### config.mk
export PLATFORM = sky130hd
export DESIGN_NAME = branch_resolve_queue
export DESIGN_NICKNAME = d
export VERILOG_FILES = /design/src/rtl/brq_pkg.sv /design/src/rtl/brq_fifo.sv /design/src/rtl/branch_resolve_queue.sv
export SDC_FILE = /design/constraint.sdc
export NUM_CORES = 1
export LEC_CHECK = 0
export ABC_AREA = 1
export ABC_CLOCK_PERIOD_IN_PS = 6900
export CAP_MARGIN = 0
export CORE_UTILIZATION = 60
export DETAILED_ROUTE_END_ITERATION = 7
export GPL_TIMING_DRIVEN = 0
export PLACE_DENSITY = 0.81
export SLEW_MARGIN = 20
export SYNTH_ARGS = -nofsm -noshare
export SYNTH_HDL_FRONTEND = slang
export SYNTH_HIERARCHICAL = 1
export SYNTH_SLANG_ARGS = --single-unit
export TNS_END_PERCENT = 100
### constraint.sdc
create_clock -name clk -period 6.9 [get_ports clk]
set_input_delay 1.38 -clock clk [delete_from_list [all_inputs] [get_ports clk]]
set_output_delay 1.38 -clock clk [all_outputs]
set_load 0.01 [all_outputs]
### src/rtl/brq_pkg.sv
// ---------------------------------------------------------------------------
// brq_pkg -- shared definitions for the branch resolve queue.
//
// Contents:
//   BRQ_PC_W      default branch PC width (matches predictor pc_D/pc_E)
//   BRQ_DEPTH     default queue depth (power of two, 2..16)
//   BRQ_PC_MAX_W  widest PC an entry can hold; narrower PCs are zero-extended
//   brq_entry_t   one queued branch: {pc, pred}
// ---------------------------------------------------------------------------
package brq_pkg;

    localparam int BRQ_PC_W     = 10;
    localparam int BRQ_DEPTH    = 4;
    localparam int BRQ_PC_MAX_W = 32;

    // The entry is sized for the widest supported PC so that one struct type
    // serves every PC_W instance; unused upper bits are always written as 0.
    typedef struct packed {
        logic [BRQ_PC_MAX_W-1:0] pc;
        logic                    pred;
    } brq_entry_t;

endpackage

### src/rtl/brq_fifo.sv
// ---------------------------------------------------------------------------
// brq_fifo -- circular storage for in-flight predicted branches.
//
// Ports:
//   clk, rst_n   clock, asynchronous active-low reset (pointers/count only)
//   push_en      write push_data at the tail (caller has already qualified it)
//   push_data    entry to enqueue
//   pop_en       advance the head (caller guarantees the queue is not empty)
//   flush        discard every entry; overrides push_en/pop_en
//   head_data    entry at the head (meaningless while empty)
//   count        current occupancy
//   full/empty   occupancy flags, decoded from the registered count
// ---------------------------------------------------------------------------
module brq_fifo
    import brq_pkg::*;
#(
    parameter int DEPTH = BRQ_DEPTH,
    localparam int AW   = (DEPTH > 1) ? $clog2(DEPTH) : 1,
    localparam int CW   = $clog2(DEPTH) + 1
) (
    input  logic          clk,
    input  logic          rst_n,
    input  logic          push_en,
    input  brq_entry_t    push_data,
    input  logic          pop_en,
    input  logic          flush,
    output brq_entry_t    head_data,
    output logic [CW-1:0] count,
    output logic          full,
    output logic          empty
);

    brq_entry_t    mem_q [DEPTH];
    logic [AW-1:0] wr_ptr_q, wr_ptr_d;
    logic [AW-1:0] rd_ptr_q, rd_ptr_d;
    logic [CW-1:0] count_q, count_d;

    // DEPTH is a power of two, so plain pointer overflow wraps modulo DEPTH.
    always_comb begin
        wr_ptr_d = wr_ptr_q;
        rd_ptr_d = rd_ptr_q;
        count_d  = count_q;
        if (flush) begin
            wr_ptr_d = '0;
            rd_ptr_d = '0;
            count_d  = '0;
        end else begin
            if (push_en) wr_ptr_d = wr_ptr_q + AW'(1);
            if (pop_en)  rd_ptr_d = rd_ptr_q + AW'(1);
            count_d = count_q + CW'(push_en) - CW'(pop_en);
        end
    end

    always_ff @(posedge clk or negedge rst_n) begin
        if (!rst_n) begin
            wr_ptr_q <= '0;
            rd_ptr_q <= '0;
            count_q  <= '0;
        end else begin
            wr_ptr_q <= wr_ptr_d;
            rd_ptr_q <= rd_ptr_d;
            count_q  <= count_d;
        end
    end

    // Entry storage carries no reset; validity is tracked by the pointers.
    always_ff @(posedge clk) begin
        if (push_en && !flush) mem_q[wr_ptr_q] <= push_data;
    end

    assign head_data = mem_q[rd_ptr_q];
    assign count     = count_q;
    assign full      = (count_q == CW'(DEPTH));
    assign empty     = (count_q == '0);

endmodule

### src/rtl/branch_resolve_queue.sv
// ---------------------------------------------------------------------------
// branch_resolve_queue -- tracks predicted branches from decode until execute
// resolves them, feeds the outcome back to the predictor and raises a flush
// on a misprediction.
//
// Optional feature macro: BRQ_STATS_EN (adds stat_resolved / stat_mispred).
//
// Ports:
//   clk, rst_n                    clock, asynchronous active-low reset
//   push, push_pc, push_pred      decode enqueues a predicted branch
//   resolve_valid, resolve_pc,    execute resolves the oldest branch
//   resolve_taken
//   full, empty, count            occupancy
//   update_enable/value/pc        registered one-cycle predictor update
//   mispredict                    registered one-cycle flush pulse
//   order_error                   sticky: resolve_pc differed from head PC
//   stat_resolved, stat_mispred   (BRQ_STATS_EN) saturating 16-bit counters
// ---------------------------------------------------------------------------
module branch_resolve_queue
    import brq_pkg::*;
#(
    parameter int PC_W  = BRQ_PC_W,
    parameter int DEPTH = BRQ_DEPTH
) (
    input  logic                       clk,
    input  logic                       rst_n,
    input  logic                       push,
    input  logic [PC_W-1:0]            push_pc,
    input  logic                       push_pred,
    input  logic                       resolve_valid,
    input  logic [PC_W-1:0]            resolve_pc,
    input  logic                       resolve_taken,
    output logic                       full,
    output logic                       empty,
    output logic [$clog2(DEPTH):0]     count,
    output logic                       update_enable,
    output logic                       update_value,
    output logic [PC_W-1:0]            update_pc,
    output logic                       mispredict,
    output logic                       order_error
`ifdef BRQ_STATS_EN
    ,
    output logic [15:0]                stat_resolved,
    output logic [15:0]                stat_mispred
`endif
);

    brq_entry_t push_entry;
    brq_entry_t head_entry;
    logic       pop_accept;
    logic       mis_now;
    logic       pc_mismatch;
    logic       push_accept;

    logic            update_enable_q;
    logic            update_value_q;
    logic [PC_W-1:0] update_pc_q;
    logic            mispredict_q;
    logic            order_error_q, order_error_d;

    always_comb begin
        push_entry      = '0;
        push_entry.pc   = BRQ_PC_MAX_W'(push_pc);
        push_entry.pred = push_pred;
    end

    assign pop_accept  = resolve_valid && !empty;
    assign mis_now     = pop_accept && (resolve_taken != head_entry.pred);
    assign pc_mismatch = pop_accept && (head_entry.pc != BRQ_PC_MAX_W'(resolve_pc));
    // A same-cycle pop frees a slot when full, but a mispredicting pop flushes
    // the queue and the decode-stage branch is on the wrong path, so drop it.
    assign push_accept = push && !mis_now && (!full || pop_accept);

    brq_fifo #(
        .DEPTH (DEPTH)
    ) u_fifo (
        .clk       (clk),
        .rst_n     (rst_n),
        .push_en   (push_accept),
        .push_data (push_entry),
        .pop_en    (pop_accept),
        .flush     (mis_now),
        .head_data (head_entry),
        .count     (count),
        .full      (full),
        .empty     (empty)
    );

    assign order_error_d = order_error_q || pc_mismatch;

    always_ff @(posedge clk or negedge rst_n) begin
        if (!rst_n) begin
            update_enable_q <= 1'b0;
            update_value_q  <= 1'b0;
            update_pc_q     <= '0;
            mispredict_q    <= 1'b0;
            order_error_q   <= 1'b0;
        end else begin
            update_enable_q <= pop_accept;
            mispredict_q    <= mis_now;
            order_error_q   <= order_error_d;
            // The predictor is trained with the PC execute reports, even when
            // it disagrees with the queued PC.
            if (pop_accept) begin
                update_value_q <= resolve_taken;
                update_pc_q    <= resolve_pc;
            end
        end
    end

    assign update_enable = update_enable_q;
    assign update_value  = update_value_q;
    assign update_pc     = update_pc_q;
    assign mispredict    = mispredict_q;
    assign order_error   = order_error_q;

`ifdef BRQ_STATS_EN
    function automatic logic [15:0] sat_inc(input logic [15:0] v, input logic inc);
        if (inc && (v != 16'hFFFF)) return v + 16'd1;
        return v;
    endfunction

    logic [15:0] stat_res_q, stat_res_d;
    logic [15:0] stat_mis_q, stat_mis_d;

    assign stat_res_d = sat_inc(stat_res_q, pop_accept);
    assign stat_mis_d = sat_inc(stat_mis_q, mis_now);

    always_ff @(posedge clk or negedge rst_n) begin
        if (!rst_n) begin
            stat_res_q <= '0;
            stat_mis_q <= '0;
        end else begin
            stat_res_q <= stat_res_d;
            stat_mis_q <= stat_mis_d;
        end
    end

    assign stat_resolved = stat_res_q;
    assign stat_mispred  = stat_mis_q;
`endif

endmodule
## After elaboration in Yosys (flattened, before gate mapping)

Memory sizes are Yosys's and may differ from the RTL's.
Cells that the tools add are included.
Widths: inputs -> output; s select.

| operators by class | value |
|---|---|
| $add $sub $neg | 4 |
| equality and inequality tests | 3 |
| muxes and demuxes | 7 |
| reductions and logical operators | 14 |

Operators by type and width:

| operator | number |
|---|---|
| $ne 32x10->1 | 1 |
| $mux 2 | 4 |
| $logic_and 1x1->1 | 6 |
| $add 2x1->2 const B | 2 |
| $reduce_bool 2->1 | 2 |
| $add 3x1->3 | 1 |
| $eq 3x3->1 const B | 1 |
| $logic_not 1->1 | 3 |
| $logic_not 3->1 | 1 |
| $mux 3 | 1 |
| $sub 3x1->3 | 1 |
| $logic_or 1x1->1 | 2 |
| $mux 1 | 2 |
| $ne 1x1->1 | 1 |

| storage, ports and cells | value |
|---|---|
| flip-flop bits (word level) | 21 |
| bits in writable memories | 44 |
| output and inout port bits | 19 |
| memories kept | 1 |

Memory list:

| name | words | bits a word | rd ports | clocked after memory_dff | write ports | RTL line | source |
|---|---|---|---|---|---|---|---|
| u_fifo.mem_q | 4 | 11 | 1 | 0 | 1 | brq_fifo.sv:33 | `brq_entry_t mem_q [DEPTH];` |

## Depth between registers and ports, before layout

| depth | value |
|---|---|
| depth in word-level cells | 10 |
| mapped depth | 18 |
| mapped depth without buffers | 17 |

## Modules after synthesis

Netlist, hierarchy kept.

Modules (own cells, without submodules):

| module | times used | cells each | area each (um^2) | seq. area each (um^2) |
|---|---|---|---|---|
| brq_fifo | 1 | 438 | 5669.2 | 4139.0 |
| branch_resolve_queue | 1 | 131 | 879.6 | 350.3 |

## Worst setup path after synthesis

Ideal clock, no wire load.

| timing path | value |
|---|---|
| kind | input port to flip-flop |
| start | in resolve_valid |
| end | mem u_fifo/mem_q[0][0] (netlist name), enable pin |
| setup time | 0.423 ns |
| data arrival time | 3.594 ns |
| required time | 6.477 ns |
| slack | 2.883 ns |
| cell stages on the path | 7 |
| path buffers | 2 |
| path through | inv_1 or2_1 buf_6 buf_6 a21oi_2 nand2_1 nor2_1 |

| between the ends | value |
|---|---|
| word-level cells in the longest chain between the ends | 8 |
| elaborated cells between the ends (all ways) | 9 |
| classes of those cells | mux: 2; reduce/logical: 7 |

RTL lines:

| item | RTL line | source |
|---|---|---|
| start, declared | branch_resolve_queue.sv:30 | `input logic resolve_valid,` |
| $logic_and 1x1->1 (*) | branch_resolve_queue.sv:67 | `assign pop_accept = resolve_valid && !empty;` |
| $logic_and 1x1->1 | branch_resolve_queue.sv:68 | `assign mis_now = pop_accept && (resolve_taken != head_entry.pred);` |
| $logic_not 1->1 | branch_resolve_queue.sv:72 | `assign push_accept = push && !mis_now && (!full \|\| pop_accept);` |
| $logic_and 1x1->1 | branch_resolve_queue.sv:72 |  |
| $logic_and 1x1->1 (*) | branch_resolve_queue.sv:72 |  |
| via push_accept | branch_resolve_queue.sv:53 | `logic push_accept;` |
| $logic_and 1x1->1 (*) | brq_fifo.sv:68 | `if (push_en && !flush) mem_q[wr_ptr_q] <= push_data;` |
| $mux 1 (*) | brq_fifo.sv:68 |  |
| $mux 1 (not written as such) (*) | brq_fifo.sv:68 |  |
| end, declared | brq_fifo.sv:33 |  |

Mark *: on every way through the listed nets, which the timed path passes. The rest lies on a longest branch.

## Worst setup path in the final report

| timing path | value |
|---|---|
| start | in resolve_valid |
| end | mem u_fifo/mem_q[3][16] (netlist name), enable pin |

Same word-level chain as after synthesis.

==> summary by stage <==
Run status
The run finished with clean final reports.

Floorplanning
The floorplan step set the die width to 106 um. The chip height is 106 um. The placeable core region is 10500 sq um. The row count is 37. The initial utilization of the core area, before any placement, comes to 62.6%.

The die covers 11300 sq um. Pin placement for this block handled 45 I/O pins.

Timing
Setup repair after global routing left no endpoint under its margin. Setup violations remaining at the end of the flow were counted as 0. The minimum hold slack is 0.483 ns.

The number of endpoints with negative hold slack in the final report is 0. After layout, the worst path uses 50.2% of the clock period. The clock period minus final worst setup slack is 3.47 ns.

The maximum clock frequency is 0.288 GHz. For the final database, setup skew stands at 0.00557 ns. At the pin with the least slew margin, the transition time is 0.643 ns. The summed negative setup slack over all endpoints is 0 ns. The final-report max-slew violation count is 0.

The max-slew headroom at the worst pin is 57.0%.

Routing
In the routed layout, each cell is associated on average with a via count of 5.09. The residual antenna-violating net count after detailed routing is 0. After the first detailed-routing iteration, the DRC count stood at 288. After detailed routing, the average wire length per cell comes to 15.4 um. After detailed routing, the total wire length is 13400 um. For this block, the via count after detailed routing is 4435. The first TritonRoute pass finished after 4 iterations.

The DRC violations left is 0.

Critical path
For this run, the slowest stage of the critical path takes 0.58 ns. The standard cell with the maximum stage delay on the critical path is sky130_fd_sc_hd__nor2_4. The worst setup path is launched from an input port. The cell that appears most often on the critical path is sky130_fd_sc_hd__buf_6. The highest net fanout along the worst path is 18.

Broken down by cell family, the worst path's largest delay share belongs to simple AND/OR/NAND/NOR gates. Together, buffers and inverters on the worst path number 5. The data required time of the critical path is 7.12 ns.

The endpoint class of the critical path is a flip-flop. At the worst endpoint, the arrival time is 3.69 ns. By startpoint and endpoint, the worst setup path is classified as input port to flip-flop. Walking the worst path, the cells encountered are clkdlybuf4s50_1, inv_1, or2_1, buf_6, buf_6, a21oi_2, nand2_1, nor2_4, buf_16.

Global route
The all-layer global routing usage is 25.4%. The global-route wire length before repair is 21200 um. The total congestion overflow is 0. The initial antenna violation count is 0. The pin count of the biggest net entering global routing is 22. The number of global-route vias before repair is 4562.

Final layout
The repair_antennas step left the layout with diodes totalling 0. The area overhead of the layout relative to synthesis is 25.3%. The sequential cells in the finished layout cover a total of 4490 sq um. The number of fill cells is 640. Summing all multi-input logic gate instances after layout gives 1840 sq um.

Cells with a size suffix above 1 make up 10.5% of the layout. At the end of the flow, the number of nets in the layout was 756.

Power and ir drop
Dividing total power by cell area gives a power density of 399 nW/um^2. The maximum vdd ir drop is 245 uV. The leakage component of the power is 3.54 nW.

Clocking
After clock tree synthesis, the clock-pin slew on the worst setup and hold paths is 0.06 ns. At the later pin of the worst-skew pair, clock insertion delay measures 0.52 ns. The buffers inserted during post-CTS setup optimization is 0.

Once the clock tree was built, the resizer swapped 0 gates to a different size. The number of clock buffers inserted by TritonCTS is 17. The H-tree was split into 4 levels. The TritonCTS clock tree is built. The deepest clock path buffer count is 2. The clock net in this run drives a total of 153 sinks. The cell chosen for the clock root is sky130_fd_sc_hd__clkbuf_8. The number of buffers inserted for hold repair after clock tree synthesis is 0.

Synth
Yosys printed 6 warnings. The count of distinct cell types in the synthesized netlist is 24. Summing every instance area after synthesis gives 6550 sq um. Synthesis produced a netlist whose cell count is 569. After synthesis, the most frequently instantiated cells are sky130_fd_sc_hd__nand2_1, sky130_fd_sc_hd__edfxtp_1, sky130_fd_sc_hd__inv_1. Sorting the synthesized cells by area gives the leading types as sky130_fd_sc_hd__edfxtp_1, sky130_fd_sc_hd__nand2_1, sky130_fd_sc_hd__dfrtp_1. The sequential cell area fraction in the yosys report is 68.6%. The count of flip-flops with a built-in enable after synthesis is 132.

The async set or reset register ratio after synthesis is 13.7%. The top cell type's share of synthesized area is 60.5%. The cell type contributing the most total cell area after synthesis is sky130_fd_sc_hd__edfxtp_1.

A synthesized cell averages 11.5 sq um. The flip-flop and latch count after synthesis is 153. By instance count, the leading cell after synthesis is sky130_fd_sc_hd__nand2_1. The most used flip-flop cell after synthesis is sky130_fd_sc_hd__edfxtp_1.

Place
Port buffering added 44 buffers. After legalization and detailed placement, the total HPWL measured 8830 um. The placer's final routability congestion estimate is 0.824.

Min path
The path class of the tightest hold or removal check is flip-flop to flip-flop.

Run
Across the run, the number of max-cap violations was 0.
worst paths after layout:
path / from / to / slack, ns / depth (start not counted)
worst max-delay path: resolve_valid / u_fifo/mem_q[3][16] / 3.43 / 9
worst min-delay path: order_error / order_error / 0.48 / 2
worst max register to register: u_fifo/rd_ptr_q[0] / u_fifo/mem_q[3][16] / 3.64 / 11
worst min register to register: order_error / order_error / 0.48 / 2
max in group asynchronous: rst_n / u_fifo/wr_ptr_q[1] / 5.75 / 1
min in group asynchronous: rst_n / update_pc[3] / 0.82 / 1
through the flow:
stage / util (%) / area, sq um / instances / worst slack, ns / total power [mW]
3_3_place_gp: 71.5 / 7490 / 836 / 1.44 / 2.29
2_1_floorplan: - / 6880 / 656 / 2.88 / 1.98
5_1_grt: 78.4 / 8210 / 872 / 3.33 / 3.45
3_5_place_dp: 72.9 / 7630 / 840 / 2.86 / 2.38
6_report: 78.4 / 8210 / 872 / 3.43 / 3.28
4_1_cts: 78.5 / 8210 / 872 / 3.40 / 3.28
per-layer routing:
layer  vias up  wire length, um  GRT usage (%)
met5         -                0              0
met4         0              408           13.0
met3        35              771           5.27
met2       151             7020           45.4
met1      2129             5190           28.8
li1       2120                -              -
flip-flops by register name, indices dropped and copies added, names as in the netlist:
signal           flops
mispredict           1
u_fifo/mem_q       132
u_fifo/rd_ptr_q      2
update_pc           10
u_fifo/count         3
update_value         1
u_fifo/wr_ptr_q      2
order_error          1
update_enable        1
cells by family after synthesis:
kind of cell               count (synthesis)  share of synthesized area [%]
and+or+nand+nor                          198                           11.5
DFF                                      153                           68.6
buffers and inverters                    126                           8.77
AOI/OAI and AO/OA                         84                           9.67
adders and majority gates                  7                           1.45
other                                      1                         0.0573
tightest hold or removal path, stage by stage, from the launching register on:
cell and delay [ns]:
sky130_fd_sc_hd__dfrtp_1 0.35, sky130_fd_sc_hd__inv_1 0.04, sky130_fd_sc_hd__nand2_1 0.06
report_power, final:
| group | internal [mW] | total (mW) | leakage (nW) | switching, mW |
|---|---|---|---|---|
| clock | 0.536 | 0.884 | 0.294 | 0.348 |
| sequential | 1.19 | 1.25 | 1.46 | 0.0631 |
| combinational | 0.435 | 1.14 | 1.79 | 0.709 |
| total | 2.16 | 3.28 | 3.54 | 1.12 |
cells in the final DEF (no fill, tap or decap), types with 2 or more instances in the layout:
cell type	Yosys	routed
sky130_fd_sc_hd__nand2_1	158	158
sky130_fd_sc_hd__edfxtp_1	132	132
sky130_fd_sc_hd__inv_1	98	98
sky130_fd_sc_hd__conb_1	1	88
sky130_fd_sc_hd__o211ai_1	66	66
sky130_fd_sc_hd__clkdlybuf4s50_1	0	43
sky130_fd_sc_hd__nor2_1	34	30
sky130_fd_sc_hd__dfrtp_1	21	21
sky130_fd_sc_hd__clkbuf_16	0	19
sky130_fd_sc_hd__buf_6	12	12
sky130_fd_sc_hd__o21ai_2	11	11
sky130_fd_sc_hd__buf_2	8	9
sky130_fd_sc_hd__ha_1	6	6
sky130_fd_sc_hd__clkbuf_1	4	5
sky130_fd_sc_hd__clkinv_2	1	4
sky130_fd_sc_hd__clkbuf_8	0	4
sky130_fd_sc_hd__nor2_4	0	4
sky130_fd_sc_hd__buf_16	0	4
sky130_fd_sc_hd__inv_4	0	3
sky130_fd_sc_hd__inv_2	3	3
sky130_fd_sc_hd__nand3_1	3	3
sky130_fd_sc_hd__o21ai_0	2	2
sky130_fd_sc_hd__a21oi_1	2	2
layout make-up:
| type | count | share of cell area, % |
|---|---|---|
| Buffer | 24 | 2.32 |
| Clock buffer | 24 | 6.51 |
| Clock inverter | 8 | 0.610 |
| Inverter | 102 | 4.68 |
| Multi-Input combinational cell | 377 | 22.4 |
| Sequential cell | 153 | 54.7 |
| Tap cell | 136 | 2.07 |
| Timing Repair Buffer | 48 | 6.65 |
Power figures use the tool's default switching activity.
